**src/rtl/imem_loader.sv**
```systemverilog
// rtl/imem_loader.sv - byte-stream instruction memory loader that holds the core in reset until the image is written
// Optional trailing checksum verification is enabled by defining IMEM_LOADER_CHECKSUM_EN.
module imem_loader #(
    parameter int Data_Width = 32,
    parameter int Depth      = 100,
    parameter int Len_Width  = 16
) (
    input  logic                  CLK,
    input  logic                  RST,
    input  logic                  Start,
    input  logic [Len_Width-1:0]  Len,
    input  logic [7:0]            ByteIn,
    input  logic                  ByteValid,
    output logic                  ByteReady,
    output logic                  MemWE,
    output logic [Data_Width-1:0] MemAddr,
    output logic [Data_Width-1:0] MemWD,
    output logic                  CoreRST,
    output logic                  Busy,
    output logic                  Done,
    output logic                  Error
);

`ifdef IMEM_LOADER_CHECKSUM_EN
    typedef enum logic [2:0] {S_IDLE, S_COLLECT, S_WRITE, S_CHECK, S_DONE} state_t;
`else
    typedef enum logic [2:0] {S_IDLE, S_COLLECT, S_WRITE, S_DONE} state_t;
`endif

    state_t               state, state_n;
    logic [1:0]           byte_idx;
    logic [Len_Width-1:0] word_cnt;
    logic [Len_Width-1:0] len_q;
    logic                 byte_fire;
    logic                 last_byte;
    logic                 len_ok;
    logic                 start_ok;
    logic                 last_word;

`ifdef IMEM_LOADER_CHECKSUM_EN
    logic [Data_Width-1:0] sum_q;
    logic [Data_Width-1:0] chk_q;
    logic                  chk_match;

    assign chk_match = ({ByteIn, chk_q[23:0]} == sum_q);
`endif

    // ByteReady is a registered copy of "state is COLLECT/CHECK", so the handshake is exact
    assign byte_fire = ByteValid && ByteReady;
    assign last_byte = byte_fire && (byte_idx == 2'd3);
    assign len_ok    = (Len != '0) && (Len <= Len_Width'(Depth));
    assign start_ok  = Start && ((state == S_IDLE) || (state == S_DONE));
    assign last_word = ((word_cnt + Len_Width'(1)) == len_q);

    always_comb begin
        state_n = state;
        case (state)
            S_IDLE: begin
                if (Start && len_ok) state_n = S_COLLECT;
            end
            S_COLLECT: begin
                if (last_byte) state_n = S_WRITE;
            end
            S_WRITE: begin
`ifdef IMEM_LOADER_CHECKSUM_EN
                state_n = last_word ? S_CHECK : S_COLLECT;
`else
                state_n = last_word ? S_DONE : S_COLLECT;
`endif
            end
`ifdef IMEM_LOADER_CHECKSUM_EN
            S_CHECK: begin
                if (last_byte) state_n = chk_match ? S_DONE : S_IDLE;
            end
`endif
            S_DONE: begin
                if (Start) state_n = len_ok ? S_COLLECT : S_IDLE;
            end
            default: state_n = S_IDLE;
        endcase
    end

    always_ff @(posedge CLK or negedge RST) begin
        if (!RST) begin
            state     <= S_IDLE;
            byte_idx  <= '0;
            word_cnt  <= '0;
            len_q     <= '0;
            ByteReady <= 1'b0;
            MemWE     <= 1'b0;
            MemAddr   <= '0;
            MemWD     <= '0;
            CoreRST   <= 1'b0;
            Busy      <= 1'b0;
            Done      <= 1'b0;
            Error     <= 1'b0;
`ifdef IMEM_LOADER_CHECKSUM_EN
            sum_q     <= '0;
            chk_q     <= '0;
`endif
        end else begin
            state     <= state_n;
            ByteReady <= (state_n == S_COLLECT)
`ifdef IMEM_LOADER_CHECKSUM_EN
                         || (state_n == S_CHECK)
`endif
                         ;
            MemWE     <= (state_n == S_WRITE);
            Busy      <= (state_n != S_IDLE) && (state_n != S_DONE);
            Done      <= (state_n == S_DONE);
            CoreRST   <= (state_n == S_DONE);

            if (start_ok) begin
                Error <= !len_ok;
            end
`ifdef IMEM_LOADER_CHECKSUM_EN
            else if ((state == S_CHECK) && last_byte && !chk_match) begin
                Error <= 1'b1;
            end
`endif

            if (start_ok && len_ok) begin
                byte_idx <= '0;
                word_cnt <= '0;
                MemAddr  <= '0;
                len_q    <= Len;
`ifdef IMEM_LOADER_CHECKSUM_EN
                sum_q    <= '0;
`endif
            end

            if (byte_fire) begin
                byte_idx <= byte_idx + 2'd1;
                if (state == S_COLLECT) MemWD[{byte_idx, 3'b000} +: 8] <= ByteIn;
`ifdef IMEM_LOADER_CHECKSUM_EN
                if (state == S_CHECK) chk_q[{byte_idx, 3'b000} +: 8] <= ByteIn;
`endif
            end

            // Address and count advance on leaving WRITE so they stay stable during the pulse
            if (state == S_WRITE) begin
                MemAddr  <= MemAddr + Data_Width'(4);
                word_cnt <= word_cnt + Len_Width'(1);
`ifdef IMEM_LOADER_CHECKSUM_EN
                sum_q    <= sum_q + MemWD;
`endif
            end
        end
    end

endmodule

```
**config.mk**
```make
export PLATFORM = sky130hd
export DESIGN_NAME = imem_loader
export DESIGN_NICKNAME = d
export VERILOG_FILES = /design/src/rtl/imem_loader.sv
export SDC_FILE = /design/constraint.sdc
export NUM_CORES = 1
export LEC_CHECK = 0
export CAP_MARGIN = 20
export CORE_MARGIN = 3
export CORE_UTILIZATION = 50
export CTS_CLUSTER_DIAMETER = 50
export DETAILED_ROUTE_END_ITERATION = 16
export DONT_BUFFER_PORTS = 1
export SYNTH_ARGS = -nofsm -noshare
export SYNTH_HDL_FRONTEND = slang
export SYNTH_SLANG_ARGS = --single-unit
```
**constraint.sdc**
```tcl
create_clock -name CLK -period 2.4 [get_ports CLK]
set_input_delay 0.72 -clock CLK [delete_from_list [all_inputs] [get_ports CLK]]
set_output_delay 0.72 -clock CLK [all_outputs]
set_load 0.03 [all_outputs]
```
; After elaboration in Yosys (flattened, before gate mapping)
; Cells that the tools add are included.
[totals]
out_inout_bits = 70
input_bits = 28
latch_bits = 0
mem_bits_ro = 0
word_cells = 55
reg_bits = 106
n_memories = 0
ram_bits = 0
[op_classes]
mul = 0
shift = 2
n_addsub = 4
order_cmp = 1
n_bitwise = 0
n_eq_ne = 9
reduce_logical = 15
muxes = 13
div = 0
[op_table]
columns = op, n
row1 = $mux 32, 2
row2 = $add 32x3->32 const B, 1
row3 = $bwmux 32, 1
row4 = $mux 16, 2
row5 = $shift 8x7->32 const A, 1
row6 = $shiftx 8x7->32, 1
row7 = $add 16x1->16 const B, 1
row8 = $eq 16x16->1, 1
row9 = $le 16x7->1 const B, 1
row10 = $reduce_bool 16->1, 1
row11 = $eq 3x2->1 const B, 4
row12 = $pmux 3 s4, 1
row13 = $mux 3, 3
row14 = $logic_and 1x1->1, 7
row15 = $neg 5->7, 1
row16 = $eq 3x1->1 const B, 2
row17 = $mux 2, 3
row18 = $reduce_bool 2->1, 2
row19 = $logic_not 3->1, 1
row20 = $ne 3x2->1 const B, 1
row21 = $reduce_bool 3->1, 1
row22 = $add 2x1->2 const B, 1
row23 = $eq 2x2->1 const B, 1
row24 = $reduce_and 2->1, 1
row25 = 3 further kinds, 3

; Depth between registers and ports, before layout
[depth]
word_depth = 7
ltp_mapped = 8
mapped_depth_nobuf = 7

; Worst setup path before layout
; No wires, ideal clock.
[synth_path]
path_type = input to register
from = input Len[7]
to = register word_cnt[12]
t_required_ns = 2.266
setup_time_ns = 0.134
arrival_time_ns = 2.273
path_slack_ns = -0.006
stages = 8
path_cell_list = or4_1 > nor4_2 > and4_1 > nor2_1 > buf_2 > buf_6 > o21ai_1 > o41ai_1
[synth_via]
elab_chain_len = 4
[synth_rtl]
columns = element, line
row1 = "start, declared", 11  ; input logic [Len_Width-1:0] Len,
row2 = $le 16x7->1 / $reduce_bool 16->1 (equally long branches), 51  ; assign len_ok = (Len != '0) && (Len <= Len_Width'(Depth));
row3 = $logic_and 1x1->1 (*), 51
row4 = $logic_and 1x1->1 (*), 122  ; if (start_ok && len_ok) begin
row5 = $reduce_bool 2->1 (no source line) (*), n/a
row6 = "end signal, assigned", 143  ; word_cnt <= word_cnt + Len_Width'(1);
row7 = "end, declared", 32  ; logic [Len_Width-1:0] word_cnt;
; Mark *: on every way between the ends. The rest lies on a longest branch, timed or not.
; A chain may end at the register's enable or synchronous reset.

; Worst setup path in the final report
[layout_path]
from = register word_cnt[1]
to = register Busy
[layout_via]
elab_chain_len = 6
[layout_rtl]
columns = element, line
row1 = $add 16x1->16 (*), 53  ; assign last_word = ((word_cnt + Len_Width'(1)) == len_q);
row2 = $eq 16x16->1 (*), 53
row3 = $mux 2 (*), 68  ; state_n = last_word ? S_DONE : S_COLLECT;
row4 = $pmux 3 s4 (*), 57  ; case (state)
row5 = $ne 3x2->1 / $reduce_bool 3->1 (equally long branches), 109  ; Busy <= (state_n != S_IDLE) && (state_n != S_DONE);
row6 = $logic_and 1x1->1 (*), 109
row7 = "end signal, assigned", 109
row8 = "end, declared", 19  ; output logic Busy,
; Marks and branches as above.

==> results.toml <==
[worst_hold_path]
hp-class = "in -> async"

[cells_and_area]
layout-drive-gt1-share_pct = 11.4
nets = 617
syn_to_final_growth_pct = 11.1
n_antenna_cell = 0

[cts]
clock_path_buffers = 2
clkSlewWorstSetupHoldPaths_ps = 100
cts.sinks = 104
cts_buffers = 9
cts-root-buf = "clkbuf_8"
clkLatencyLatePin_ps = 380
post_cts_buffers = 0
cts_max_level = 3
cts_tree = "built"

[timing]
post-route-period-util_pct = 93.4
drv_slew = 0
finalHoldViolations = 0
relSlewSlack_pct = 50.4
clock_skew_ps = 16.3
clock.fmax_mhz = 446
rsz0062_at_grt = "false"
worstMarginPinSlew_ps = 741
finalSetupViolCount = 0
tns_ps = 0
min_period_ps = 2240
setup_slack_ps = 158

[floorplanning]
dieHeight_um = 108
dieArea_um2 = 11600
row_count = 36
ios = 98
die_w_um = 108
start_util_pct = 52.2
coreArea_um2 = 9910

[worst_setup_path]
r2r_setup_slack_ps = 160
crit_chain = "ha_1, nand3_1, or2_2, a211oi_1, a2111oi_4, and3_1, o21ai_1"
path_max_fanout = 6
critPathLaunchType = "flop"
slowest_stage = "a211oi_1"
path_class = "reg -> reg"
rr_endpoint = "Busy"
cp_top_family = "simple AND/OR/NAND/NOR gates"
r2r_start = "word_cnt[1]"
cpPeakStageDelay_ps = 440
worst_ep_required_time_ps = 2700
crit_arrival_ps = 2550
worst-path-buf-inv = 0
end_kind = "flop"
rr_worst_depth = 7

[yosys]
ys.flop_type = "dfrtp_1"
netlist_top_cells_count = "nand2_1, dfrtp_1, o21ai_0"
synth_seq_area_share_pct = 50.3
yosys.area.top_type_share_pct = 50.3
yosysUniqueCellTypes = 58
synth_area_um2 = 5180
synth.most_common_cell = "nand2_1"
netlist_top_cells_area = "dfrtp_1, nand2_1, o21ai_0, nand3_1, xnor2_1"
syn_inst = 556
avgSynthCellArea_um2 = 9.31
yosysWarnings = 0
synth-edff-count = 0
yosysTopAreaCell = "dfrtp_1"
async_flop_share_pct = 100
ys_seq_elements = 104

[detailed_routing]
vias_per_cell = 5.71
ant_nets = 0
drt_iter0_drc = 282
routedWlPerCell_um = 16.9
drt-total-wl_um = 12200
drcViolationCount = 0
vias = 4109
dr.pass1.iters = 5

[placed_design]
numPortBuffers = 0
place_congestion = 0.793
preCtsSetupSlack_ps = 3.08
place_hpwl_um = 8450

[power_and_ir_drop]
ir_worst_vdd_mv = 0.308
p_per_area_nw_per_um2 = 571
leakage_uw = 0.00252

[global_routing]
antenna_found_initial = 0
grt_pass1_vias = 3908
gr-total-overflow = 0
grtUsageTotal_pct = 21.4
grt_pass1_wl_um = 19700
grt_start_max_net_pins = 105

[run]
drv_cap = 0

[outcome]
status = "finished, final reports clean"
cells by family (layout without fill, tap and decap cells):
kind of cell | count (synthesis) | in the layout | share of synthesized area, %
mux | 3 | 3 | 0.580
buf+inv | 34 | 63 | 3.21
xor+xnor | 28 | 28 | 5.27
other cells | 1 | 3 | 0.0724
flops | 104 | 104 | 50.3
fa+ha+maj | 7 | 7 | 1.69
simple gates | 267 | 267 | 26.3
compound gates | 112 | 112 | 12.6
final cells by class:
cell class                 instances  area [um^2]
fill                             895         4160
sequential                       104         2600
multi-input combinational        420         2430
timing repair buffer              41          338
tap                              133          166
clock buffer                      11          131
clock inverter                     5         65.1
inverter                           6         22.5
cells in the final DEF, fill, tap and decap left out, drive strengths merged, types with 3 or more instances in the layout:
cell type	Yosys	routed
nand2	117	117
dfrtp	104	104
o21ai	78	78
nand3	40	40
buf	12	39
nor2	30	30
xnor2	16	16
nand4	16	16
and3	12	12
clkbuf	16	11
xor2	10	10
and2	9	9
nor4	9	9
nor3	8	8
a21oi	7	7
ha	7	7
inv	5	7
o31ai	6	6
a31oi	6	6
nor3b	5	5
and4	4	4
mux2i	3	3
nor2b	3	3
conb	1	3
or3b	3	3
or3	3	3
a2111oi	3	3
per-layer routing:
| layer | wire [um] | up-vias | part of all wire [%] | track usage (%) |
|---|---|---|---|---|
| met3 | 941 | 13 | 7.7 | 6.84 |
| met2 | 5520 | 144 | 45 | 31.9 |
| met4 | 147 | 0 | 1.2 | 6.58 |
| met5 | 0 | - | 0 | 0 |
| met1 | 5550 | 1949 | 46 | 29.8 |
| li1 | - | 2003 | - | - |
worst max path at each step:
stage	from	end	slack (ps)	cells past startpoint
finish	word_cnt[1]	Busy	160	7
global route	word_cnt[1]	Busy	10	7
CTS	word_cnt[1]	Busy	120	7
detailed placement	Len[7]	MemAddr[15]	3	7
global placement	Len[7]	MemAddr[21]	60	7
floorplan	Len[7]	word_cnt[12]	10	8
timing repair:
action	4_1_cts	5_1_grt
hold endpoints to repair	0	15
hold buffers	0	2
resized for setup	0	1
endpoints found under the setup margin	0	2
per-stage QoR:
step | util [%] | area (um^2) | cells | total power [uW] | hold slack, ps
floorplan | - | 5190 | 558 | 2090 | 424
global placement | 55.8 | 5530 | 702 | 2160 | 428
detailed placement | 55.8 | 5530 | 702 | 2170 | 429
CTS | 57.8 | 5730 | 718 | 3300 | 3.42
global route | 58.0 | 5750 | 720 | 3420 | 2.39
finish | 58.0 | 5750 | 720 | 3280 | 35.0
registers in the layout (all words and copies together) (netlist names):
| signal | flops |
|---|---|
| word_cnt | 16 |
| MemAddr | 30 |
| MemWE | 1 |
| state | 3 |
| Error | 1 |
| Busy | 1 |
| MemWD | 32 |
| len_q | 16 |
| ByteReady | 1 |
| byte_idx | 2 |
| Done | 1 |
power breakdown:
group	switching, uW	internal [uW]	leakage (uW)
registers	53.5	1780	0.00124
clock network	639	495	0.0000921
logic	191	121	0.00119
Note: power is estimated with default switching activity, not from simulation.
